File: config.mk
export PLATFORM = sky130hd
export DESIGN_NAME = mem_access_ctrl_flat
export DESIGN_NICKNAME = d
export VERILOG_FILES = /design/src/rtl/mem_access_ctrl_if.sv /design/src/rtl/mem_access_ctrl.sv /design/src/flat_wrapper.sv
export SDC_FILE = /design/constraint.sdc
export NUM_CORES = 1
export LEC_CHECK = 0
export ABC_CLOCK_PERIOD_IN_PS = 6540
export BUFFER_PORTS_ARGS = -buffer_cell sky130_fd_sc_hd__buf_2
export CAP_MARGIN = 20
export CORE_UTILIZATION = 57
export DETAILED_ROUTE_END_ITERATION = 10
export PLACE_DENSITY = 0.95
export SLEW_MARGIN = 0
export SYNTH_ARGS = -nofsm -noshare
export SYNTH_HDL_FRONTEND = slang
export SYNTH_SLANG_ARGS = --single-unit
export TNS_END_PERCENT = 1
File: constraint.sdc
create_clock -name clk_i -period 6.54 [get_ports clk_i]
set_input_delay 0.981 -clock clk_i [delete_from_list [all_inputs] [get_ports clk_i]]
set_output_delay 0.981 -clock clk_i [all_outputs]
set_load 0.02 [all_outputs]
File: src/rtl/mem_access_ctrl_if.sv
// mem_access_ctrl_if: command, write/read stream and memory-bus signals of the block-transfer controller.
// slave is the controller side, master is the requester/memory side.
interface mem_access_ctrl_if #(
    parameter int DW = 16,
    parameter int AW = 8
);
    logic          start;
    logic          op;
    logic [AW-1:0] base_addr;
    logic [AW-1:0] length;
    logic [DW-1:0] wr_data;
    logic          wr_valid;
    logic          wr_ready;
    logic [DW-1:0] rd_data;
    logic          rd_valid;
    logic          busy;
    logic          done;
    logic          err;
    logic          mem_en;
    logic          mem_r_w;
    logic [AW-1:0] mem_abus;
    logic [DW-1:0] mem_dout;
    logic [DW-1:0] mem_din;
    logic          mem_stored;

    modport slave (
        input  start, op, base_addr, length, wr_data, wr_valid, mem_din, mem_stored,
        output wr_ready, rd_data, rd_valid, busy, done, err, mem_en, mem_r_w, mem_abus, mem_dout
    );
    modport master (
        output start, op, base_addr, length, wr_data, wr_valid, mem_din, mem_stored,
        input  wr_ready, rd_data, rd_valid, busy, done, err, mem_en, mem_r_w, mem_abus, mem_dout
    );
endinterface

File: src/rtl/mem_access_ctrl.sv
// mem_access_ctrl: block write/read controller between a word stream and a registered single-port memory.
// All outputs are registered; commands are range-checked against DEPTH before any memory access.
module mem_access_ctrl #(
    parameter int DW    = 16,
    parameter int AW    = 8,
    parameter int DEPTH = 128
) (
    input logic               clk_i,
    input logic               rst_n_i,
    mem_access_ctrl_if.slave  bus
);
    typedef enum logic [2:0] {IDLE, WRITE, WACK, READ, DRAIN, FIN} state_t;

    state_t        state_q;
    logic          op_q;
    logic [AW-1:0] base_q, len_q, cnt_q, abus_q;
    logic [DW-1:0] dout_q, rd_data_q;
    logic          wr_ready_q, rd_pend_q, rd_valid_q, busy_q, done_q, err_q, mem_en_q, mem_r_w_q;
    logic [AW:0]   end_d;
    logic          last_d;

    assign end_d  = {1'b0, bus.base_addr} + {1'b0, bus.length};
    assign last_d = (cnt_q + AW'(1)) == len_q;

    always_ff @(posedge clk_i or negedge rst_n_i) begin
        if (!rst_n_i) begin
            state_q    <= IDLE;
            op_q       <= 1'b0;
            base_q     <= '0;
            len_q      <= '0;
            cnt_q      <= '0;
            abus_q     <= '0;
            dout_q     <= '0;
            rd_data_q  <= '0;
            wr_ready_q <= 1'b0;
            rd_pend_q  <= 1'b0;
            rd_valid_q <= 1'b0;
            busy_q     <= 1'b0;
            done_q     <= 1'b0;
            err_q      <= 1'b0;
            mem_en_q   <= 1'b0;
            mem_r_w_q  <= 1'b0;
        end else begin
            mem_en_q   <= 1'b0;
            done_q     <= 1'b0;
            err_q      <= 1'b0;
            // memory output is registered: data for a read issued in c is captured at the end of c+1
            rd_pend_q  <= mem_en_q & mem_r_w_q;
            rd_valid_q <= rd_pend_q;
            if (rd_pend_q) rd_data_q <= bus.mem_din;
            case (state_q)
                IDLE: if (bus.start) begin
                    op_q   <= bus.op;
                    base_q <= bus.base_addr;
                    len_q  <= bus.length;
                    cnt_q  <= '0;
                    busy_q <= 1'b1;
                    if (end_d > (AW+1)'(DEPTH)) begin
                        state_q <= FIN;
                        done_q  <= 1'b1;
                        err_q   <= 1'b1;
                    end else if (bus.length == '0) begin
                        state_q <= FIN;
                        done_q  <= 1'b1;
                    end else if (bus.op) begin
                        state_q <= READ;
                    end else begin
                        state_q    <= WRITE;
                        wr_ready_q <= 1'b1;
                    end
                end
                WRITE: if (bus.wr_valid) begin
                    mem_en_q  <= 1'b1;
                    mem_r_w_q <= 1'b0;
                    abus_q    <= base_q + cnt_q;
                    dout_q    <= bus.wr_data;
                    cnt_q     <= cnt_q + AW'(1);
                    if (last_d) begin
                        wr_ready_q <= 1'b0;
                        state_q    <= WACK;
                    end
                end
                // while the last write is still on the bus, mem_stored belongs to the previous word
                WACK: if (!mem_en_q && bus.mem_stored) begin
                    state_q <= FIN;
                    done_q  <= 1'b1;
                end
                READ: begin
                    mem_en_q  <= 1'b1;
                    mem_r_w_q <= 1'b1;
                    abus_q    <= base_q + cnt_q;
                    cnt_q     <= cnt_q + AW'(1);
                    if (last_d) state_q <= DRAIN;
                end
                DRAIN: if (!mem_en_q && !rd_pend_q && rd_valid_q) begin
                    state_q <= FIN;
                    done_q  <= 1'b1;
                end
                FIN: begin
                    state_q <= IDLE;
                    busy_q  <= 1'b0;
                end
                default: state_q <= IDLE;
            endcase
        end
    end

    assign bus.wr_ready = wr_ready_q;
    assign bus.rd_data  = rd_data_q;
    assign bus.rd_valid = rd_valid_q;
    assign bus.busy     = busy_q;
    assign bus.done     = done_q;
    assign bus.err      = err_q;
    assign bus.mem_en   = mem_en_q;
    assign bus.mem_r_w  = mem_r_w_q;
    assign bus.mem_abus = abus_q;
    assign bus.mem_dout = dout_q;
endmodule

File: src/flat_wrapper.sv
// flat-port wrapper written by rule: the top's interface ports become plain ports
module mem_access_ctrl_flat 
#(
    parameter int DW    = 16,
    parameter int AW    = 8,
    parameter int DEPTH = 128
)
  (clk_i, rst_n_i, bus_start, bus_op, bus_base_addr, bus_length, bus_wr_data, bus_wr_valid, bus_mem_din, bus_mem_stored, bus_wr_ready, bus_rd_data, bus_rd_valid, bus_busy, bus_done, bus_err, bus_mem_en, bus_mem_r_w, bus_mem_abus, bus_mem_dout);
  mem_access_ctrl_if #(.DW(DW), .AW(AW)) bus_i ();
  input logic clk_i;
  input logic rst_n_i;
  input wire logic [$bits(bus_i.start)-1:0] bus_start;
  input wire logic [$bits(bus_i.op)-1:0] bus_op;
  input wire logic [$bits(bus_i.base_addr)-1:0] bus_base_addr;
  input wire logic [$bits(bus_i.length)-1:0] bus_length;
  input wire logic [$bits(bus_i.wr_data)-1:0] bus_wr_data;
  input wire logic [$bits(bus_i.wr_valid)-1:0] bus_wr_valid;
  input wire logic [$bits(bus_i.mem_din)-1:0] bus_mem_din;
  input wire logic [$bits(bus_i.mem_stored)-1:0] bus_mem_stored;
  output wire logic [$bits(bus_i.wr_ready)-1:0] bus_wr_ready;
  output wire logic [$bits(bus_i.rd_data)-1:0] bus_rd_data;
  output wire logic [$bits(bus_i.rd_valid)-1:0] bus_rd_valid;
  output wire logic [$bits(bus_i.busy)-1:0] bus_busy;
  output wire logic [$bits(bus_i.done)-1:0] bus_done;
  output wire logic [$bits(bus_i.err)-1:0] bus_err;
  output wire logic [$bits(bus_i.mem_en)-1:0] bus_mem_en;
  output wire logic [$bits(bus_i.mem_r_w)-1:0] bus_mem_r_w;
  output wire logic [$bits(bus_i.mem_abus)-1:0] bus_mem_abus;
  output wire logic [$bits(bus_i.mem_dout)-1:0] bus_mem_dout;
  assign bus_i.start = bus_start;
  assign bus_i.op = bus_op;
  assign bus_i.base_addr = bus_base_addr;
  assign bus_i.length = bus_length;
  assign bus_i.wr_data = bus_wr_data;
  assign bus_i.wr_valid = bus_wr_valid;
  assign bus_i.mem_din = bus_mem_din;
  assign bus_i.mem_stored = bus_mem_stored;
  assign bus_wr_ready = bus_i.wr_ready;
  assign bus_rd_data = bus_i.rd_data;
  assign bus_rd_valid = bus_i.rd_valid;
  assign bus_busy = bus_i.busy;
  assign bus_done = bus_i.done;
  assign bus_err = bus_i.err;
  assign bus_mem_en = bus_i.mem_en;
  assign bus_mem_r_w = bus_i.mem_r_w;
  assign bus_mem_abus = bus_i.mem_abus;
  assign bus_mem_dout = bus_i.mem_dout;
  mem_access_ctrl #(.DW(DW), .AW(AW), .DEPTH(DEPTH)) u_core (.clk_i(clk_i), .rst_n_i(rst_n_i), .bus(bus_i));
endmodule
==> flow_summary_export.csv, run 1 <==
group,metric,value,unit
yosys,synth_area_leader_cell,"dfrtp_1",
timing,fin_crit,3.21,ns
timing,tightest_slew,0.907,ns
clock_tree,clkSinkCount,75,
timing,max_freq,311,MHz
yosys,synth_area_leaders,"dfrtp_1 (49%), mux2_2 (14%), ha_1 (5.2%)",
yosys,ys_warn_count,0,
drt,firstDrtPassIters,8,
yosys,avgSynthCellArea,11.1,µm²
worst_setup_path,r2r_slack,4.03,ns
place,post-place-cells,513,
timing,tns,0,ns
drt,vias_per_cell,5.82,
min_path,hp-class,"reg2reg",
floorplanning,die_area,7030,µm²
finish,syn2layout_area_growth,20.9,%
timing,drv_slew,0,
floorplanning,num_io_pins,101,
yosys,ys_ff_latch,75,
worst_setup_path,critPathCaptureType,"register",
timing,hold_viol,0,
global_route,grt_max_degree,76,
clock_tree,postCtsSetupRepairBufs,0,
finish,drive_above_1_share,0.392,
floorplanning,die_h,83.9,µm
finish,diodes,0,
global_route,antenna_found_initial,0,
finish,final_core_utilization,0.719,
floorplanning,coreArea,6420,µm²
drt,num_vias,3071,
clock_tree,cts_tree,"done",
timing,finalSetupViolations,0,
drt,drt_wl_total,8490,µm
place,gp_congestion,0.895,
global_route,grt_use_total,0.263,
pwr,leakagePower,0.00218,µW
timing,period_share,0.491,
timing,skew,0.00968,ns
clock_tree,clock_latency,0.35,ns
worst_setup_path,cp.required,6.78,ns
floorplanning,rows,29,
finish,fillers,433,
floorplanning,initial_core_util,0.595,
yosys,syn-num-nets,417,
place,dp_hpwl,6160,µm
place,io_buffers,100,
clock_tree,numCtsBuffers,9,
yosys,synth_cells,345,
clock_tree,cts_buffer_depth,2,
worst_setup_path,path_class,"in2reg",
finish,final_cells,528,
clock_tree,clkTransAtPathRegs,0.08,ns
drt,drt_iter0_markers,361,
pwr,seqPwrFrac,0.383,
finish,layout.nets,519,
min_path,min_from,"u_core.bus.mem_abus[1]$_DFFE_PN0P_",
clock_tree,htree_levels,3,
global_route,grt.overflow.total,0,
yosys,ys.flop_type,"dfrtp_1",
worst_setup_path,rr_endpoint,"u_core.state_q[2]$_DFFE_PN0P_",
outcome,status,"complete, but fails checks",
pwr,power_switching,890,µW
yosys,syn_area,3820,µm²
yosys,yosysMostFrequentCell,"dfrtp_1",
worst_setup_path,critical_path_peak_fanout,4,
outcome,violations,"DRC",
clock_tree,clockRootBuffer,"clkbuf_8",
global_route,grt_pass1_vias,3005,
finish,multiInputGateArea,1840,µm²
flow_run,cap_violations,0,
clock_tree,cts-hold-fix-buffers,0,
timing,holdWs,0.475,ns
worst_setup_path,reg2reg_from,"u_core.cnt_q[0]$_DFFE_PN0P_",
floorplanning,die_w,83.9,µm
worst_setup_path,start_kind,"input port",
pwr,combPwrFrac,0.441,
yosys,synthArstFlopShare,1.00,
yosys,yosysSeqAreaShare,0.491,
min_path,hold_end,"u_core.bus.mem_abus[1]$_DFFE_PN0P_",
timing,relSlewSlack,0.395,
yosys,synth_top_area_frac,0.491,
drt,wl_per_cell,16.1,µm
yosys,synth_edf_count,0,
pwr,clockPowerShare,0.176,
timing,rsz0062_at_grt,"false",
clock_tree,post_cts_resized,0,
yosys,synthTopCellsByCount,"dfrtp_1 (75), mux2_2 (46), o21ai_0 (31), nand2_1 (30), nor2_1 (25)",
worst_setup_path,worstRegToRegCells,8,
drt,ant_nets,0,
yosys,synth_cell_types,51,
pwr,cellInternalPower,1320,µW
pwr,powerDensity,479,nW/µm²
finish,seqCellArea,1880,µm²
drt,route.detailed.drc,13,
worst_setup_path,cp.arrival,3.45,ns
min_path,hold_depth,2,
global_route,grt_first_pass_wirelength,14500,µm
pwr,ir_worst_vdd,267,µV
pwr,swShare,0.402,
cell families after synthesis:
group,synth area share
DFF,0.491
AOI/OAI and AO/OA,0.133
buffers and inverters,0.0269
muxes,0.136
and+or+nand+nor,0.106
xor gates and xnor gates,0.0436
adders and majority gates,0.0629
per-stage QoR:
step	total power, µW	worst slack, ns	cell area, µm²
finish	2210	3.33	4620
global route	2350	3.19	4620
CTS	2220	3.35	4620
detailed placement	1820	2.98	4400
global placement	1760	3.08	4390
floorplan	1520	3.38	3820
layout by cell type (no fill, tap or decap), types with 4 or more instances in the layout:
master,Yosys,layout
nor3_1,7,6
clkbuf_8,0,9
o21ai_0,31,31
xor2_1,10,10
inv_1,15,15
dfrtp_1,75,75
mux2_2,46,46
nand2_1,30,30
a21oi_1,9,9
nor2_1,25,25
o21bai_1,4,4
xnor2_1,9,9
buf_2,1,99
ha_1,16,16
nand3_1,6,6
layer usage:
metal / global-route usage / wire (µm)
met5: 0 / 0
met4: 0.100 / 169
met3: 0.0406 / 560
met2: 0.440 / 4270
met1: 0.346 / 3490
final cells by class:
cell class              instances  area share
flip-flops and latches         75       0.407
multi-input cells             243       0.399
repair buffers                103       0.115
clock buffers                   9      0.0268
well taps                      77      0.0209
clock inverters                 6      0.0195
inverters                      15      0.0122
worst max-delay path, cell delays in order:
cell	delay, ns
buf_2	0.12
ha_1	0.22
fa_1	0.43
a211oi_2	0.35
o21ba_2	0.19
o21ai_0	0.06
a2111oi_0	0.43
o221a_2	0.30
nand2_1	0.10
a211o_1	0.27
sequential cells by signal (all words and copies together), names as in the netlist:
| signal | flops |
|---|---|
| u_core.state_q | 3 |
| u_core.bus.rd_valid | 1 |
| u_core.bus.busy | 1 |
| u_core.cnt_q | 8 |
| u_core.bus.wr_ready | 1 |
| u_core.bus.done | 1 |
| u_core.bus.mem_abus | 8 |
| u_core.bus.rd_data | 16 |
| u_core.rd_pend_q | 1 |
| u_core.base_q | 8 |
| u_core.bus.mem_r_w | 1 |
| u_core.len_q | 8 |
| u_core.bus.mem_dout | 16 |
| u_core.bus.mem_en | 1 |
| u_core.bus.err | 1 |
worst max path at each step:
stage,end,slack [ns],from
final,u_core.state_q[2]$_DFFE_PN0P_,3.33,bus_length[0]
after global routing,u_core.state_q[2]$_DFFE_PN0P_,3.19,bus_length[0]
after CTS,u_core.state_q[2]$_DFFE_PN0P_,3.35,bus_length[0]
after detailed placement,u_core.state_q[2]$_DFFE_PN0P_,2.98,bus_length[0]
after global placement,u_core.state_q[2]$_DFFE_PN0P_,3.08,bus_length[0]
after floorplan,u_core.state_q[2]$_DFFE_PN0P_,3.38,bus_length[0]
power groups by stage:
stage,logic [µW],clock network [µW],registers [µW]
2_1_floorplan,551,0,968
3_3_place_gp,928,0,833
3_5_place_dp,972,0,851
4_1_cts,979,394,843
5_1_grt,1070,414,874
6_report,976,389,846
No activity file was read; power rests on OpenSTA's default activity.
==> run 2, diff against run 1 <==
--- a/config.mk
+++ b/config.mk
@@ -5,12 +5,12 @@
 export SDC_FILE = /design/constraint.sdc
 export NUM_CORES = 1
 export LEC_CHECK = 0
-export ABC_CLOCK_PERIOD_IN_PS = 6540
+export ABC_CLOCK_PERIOD_IN_PS = 2700
 export BUFFER_PORTS_ARGS = -buffer_cell sky130_fd_sc_hd__buf_2
 export CAP_MARGIN = 20
-export CORE_UTILIZATION = 57
+export CORE_UTILIZATION = 48
 export DETAILED_ROUTE_END_ITERATION = 10
-export PLACE_DENSITY = 0.95
+export PLACE_DENSITY = 0.87
 export SLEW_MARGIN = 0
 export SYNTH_ARGS = -nofsm -noshare
 export SYNTH_HDL_FRONTEND = slang
==> constraint.sdc (replaced) <==
create_clock -name clk_i -period 2.7 [get_ports clk_i]
set_input_delay 0.405 -clock clk_i [delete_from_list [all_inputs] [get_ports clk_i]]
set_output_delay 0.405 -clock clk_i [all_outputs]
set_load 0.02 [all_outputs]
==> run 2 against run 1 <==
Net effect:
- clock skew shrank 0.0024 ns
- via count shrank 1.1%
- clock power grew 140%
- worst setup slack lost 3.1 ns
- power grew 140%
- cell area grew 1.6%
- non-clock buffer count grew 5
- global-route usage shrank 5.4 points
- the flow now finishes without violations
==> flow_summary_export.csv, run 2 (synthesis gave the netlist of run 1 again) <==
group,metric,value,unit
finish,drive_above_1_share,0.399,
drt,firstDrtPassIters,5,
worst_setup_path,path_class,"in2reg",
clock_tree,post_cts_resized,0,
clock_tree,postCtsSetupRepairBufs,0,
timing,tns,0,ns
timing,skew,0.00726,ns
clock_tree,cts_tree,"done",
worst_setup_path,reg2reg_from,"u_core.cnt_q[0]$_DFFE_PN0P_",
clock_tree,clock_latency,0.34,ns
worst_setup_path,critPathCaptureType,"register",
drt,drt_iter0_markers,278,
timing,hold_viol,0,
floorplanning,die_h,91.2,µm
drt,wl_per_cell,14.9,µm
place,place_ws,-0.135,ns
place,io_buffers,100,
drt,drt_wl_total,8340,µm
drt,num_vias,3036,
finish,diodes,0,
pwr,leakagePower,0.00221,µW
finish,syn2layout_area_growth,22.9,%
worst_setup_path,cp_slowest_cell,"fa_1",
worst_setup_path,critical_path_peak_fanout,3,
clock_tree,cts_buffer_depth,2,
min_path,hp-class,"in2async",
outcome,status,"finished clean",
timing,finalSetupViolations,0,
timing,fin_crit,2.52,ns
floorplanning,num_io_pins,101,
worst_setup_path,rr_endpoint,"u_core.state_q[2]$_DFFE_PN0P_",
timing,relSlewSlack,0.351,
drt,route.detailed.drc,0,
worst_setup_path,start_kind,"input port",
pwr,ir_worst_vdd,421,µV
global_route,grt_first_pass_wirelength,13700,µm
timing,max_freq,397,MHz
global_route,grt.overflow.total,0,
floorplanning,coreArea,7730,µm²
pwr,powerDensity,1140,nW/µm²
worst_setup_path,worstRegToRegCells,8,
worst_setup_path,timing.critical_path.to,"u_core.state_q[2]$_DFFE_PN0P_",
timing,fin_ws,0.180,ns
clock_tree,clkTransAtPathRegs,0.08,ns
drt,ant_nets,0,
worst_setup_path,crit_buf_inv,1,
clock_tree,htree_levels,3,
worst_setup_path,cp-startpoint,"bus_length[0]",
worst_setup_path,cp.required,2.93,ns
clock_tree,numCtsBuffers,9,
floorplanning,rows,32,
global_route,grt_max_degree,76,
worst_setup_path,critPathTopFamily,"compound AO/OA/AOI/OAI gates",
worst_setup_path,cpPeakStageDelay,0.42,ns
place,dp_hpwl,6390,µm
timing,rsz0062_at_grt,"false",
clock_tree,clkSinkCount,75,
global_route,grt_pass1_vias,2919,
timing,tightest_slew,0.968,ns
clock_tree,cts-hold-fix-buffers,0,
timing,period_share,0.933,
floorplanning,die_area,8320,µm²
timing,holdWs,0.0563,ns
place,gp_congestion,0.854,
worst_setup_path,cp.arrival,2.75,ns
worst_setup_path,r2r_slack,0.25,ns
floorplanning,initial_core_util,0.494,
flow_run,cap_violations,0,
worst_setup_path,crit_cells,10,
clock_tree,clockRootBuffer,"clkbuf_8",
timing,drv_slew,0,
drt,vias_per_cell,5.44,
global_route,grt_use_total,0.208,
worst_setup_path,cp_cell_sequence,"buf_2 -> ha_1 -> fa_1 -> a211oi_2 -> o21ba_2 -> o21ai_0 -> a2111oi_0 -> o221a_2 -> nand2_1 -> a211o_1",
finish,layout.nets,524,
global_route,antenna_found_initial,0,
floorplanning,die_w,91.2,µm
finish,final_cell_mix,"buf_2 (100), dfrtp_1 (75), mux2_2 (46)",
finish,final_common_cell,"buf_2",
==> run 2: cell types whose count changed in the layout (fill, tap and decap cells not counted), sizes merged <==
| cell | delta |
|---|---|
| buf | +5 |
==> run 2: final cells by class <==
class                   instances  area [µm²]
fillers                       634        3040
flip-flops and latches         75        1880
multi-input cells             243        1840
repair buffers                108         573
well taps                     102         128
clock buffers                   9         124
clock inverters                 6        90.1
inverters                      15        56.3
==> run 2: stage by stage <==
step	power, µW	instance area (µm²)	instances	utilization
6_report	5350	4690	558	0.607
4_1_cts	5390	4690	558	0.607
5_1_grt	5730	4690	558	0.607
3_5_place_dp	4460	4480	543	0.580
2_1_floorplan	3680	3820	345	-
3_3_place_gp	4310	4480	543	0.580
==> run 2: how the worst min path moves through the flow <==
stage,from,slack [ns],end
5_1_grt,rst_n_i,0.1,u_core.bus.rd_data[11]$_DFFE_PN0P_
3_3_place_gp,rst_n_i,0.46,u_core.bus.rd_data[1]$_DFFE_PN0P_
2_1_floorplan,rst_n_i,0.11,u_core.base_q[0]$_DFFE_PN0P_
4_1_cts,rst_n_i,0.09,u_core.bus.rd_data[11]$_DFFE_PN0P_
6_report,rst_n_i,0.06,u_core.bus.rd_data[11]$_DFFE_PN0P_
3_5_place_dp,u_core.bus.mem_abus[0]$_DFFE_PN0P_,0.46,u_core.bus.mem_abus[0]$_DFFE_PN0P_
==> run 2: where the power goes <==
part	internal (µW)	switching (µW)	total (µW)	leakage, µW
Combinational	1060	1320	2380	0.00119
Clock	518	409	927	0.000106
Sequential	1630	412	2040	0.000913
Total	3210	2140	5350	0.00221
==> run 2: worst register-to-register path, cell delays in order (launching register included) <==
cell       delay, ns
dfrtp_1         0.47
ha_1            0.32
and3_1          0.26
o21ai_0         0.20
o221ai_2        0.15
nor4_4          0.38
nand2_2         0.13
a2111oi_2       0.36
a211o_1         0.13
==> run 2: layer usage <==
metal / vias up / track usage / share of wire
met2: 127 / 0.345 / 0.50
met5: - / 0 / 0
met1: 1434 / 0.275 / 0.43
met4: 0 / 0.0794 / 0.017
li1: 1460 / - / -
met3: 15 / 0.0352 / 0.056
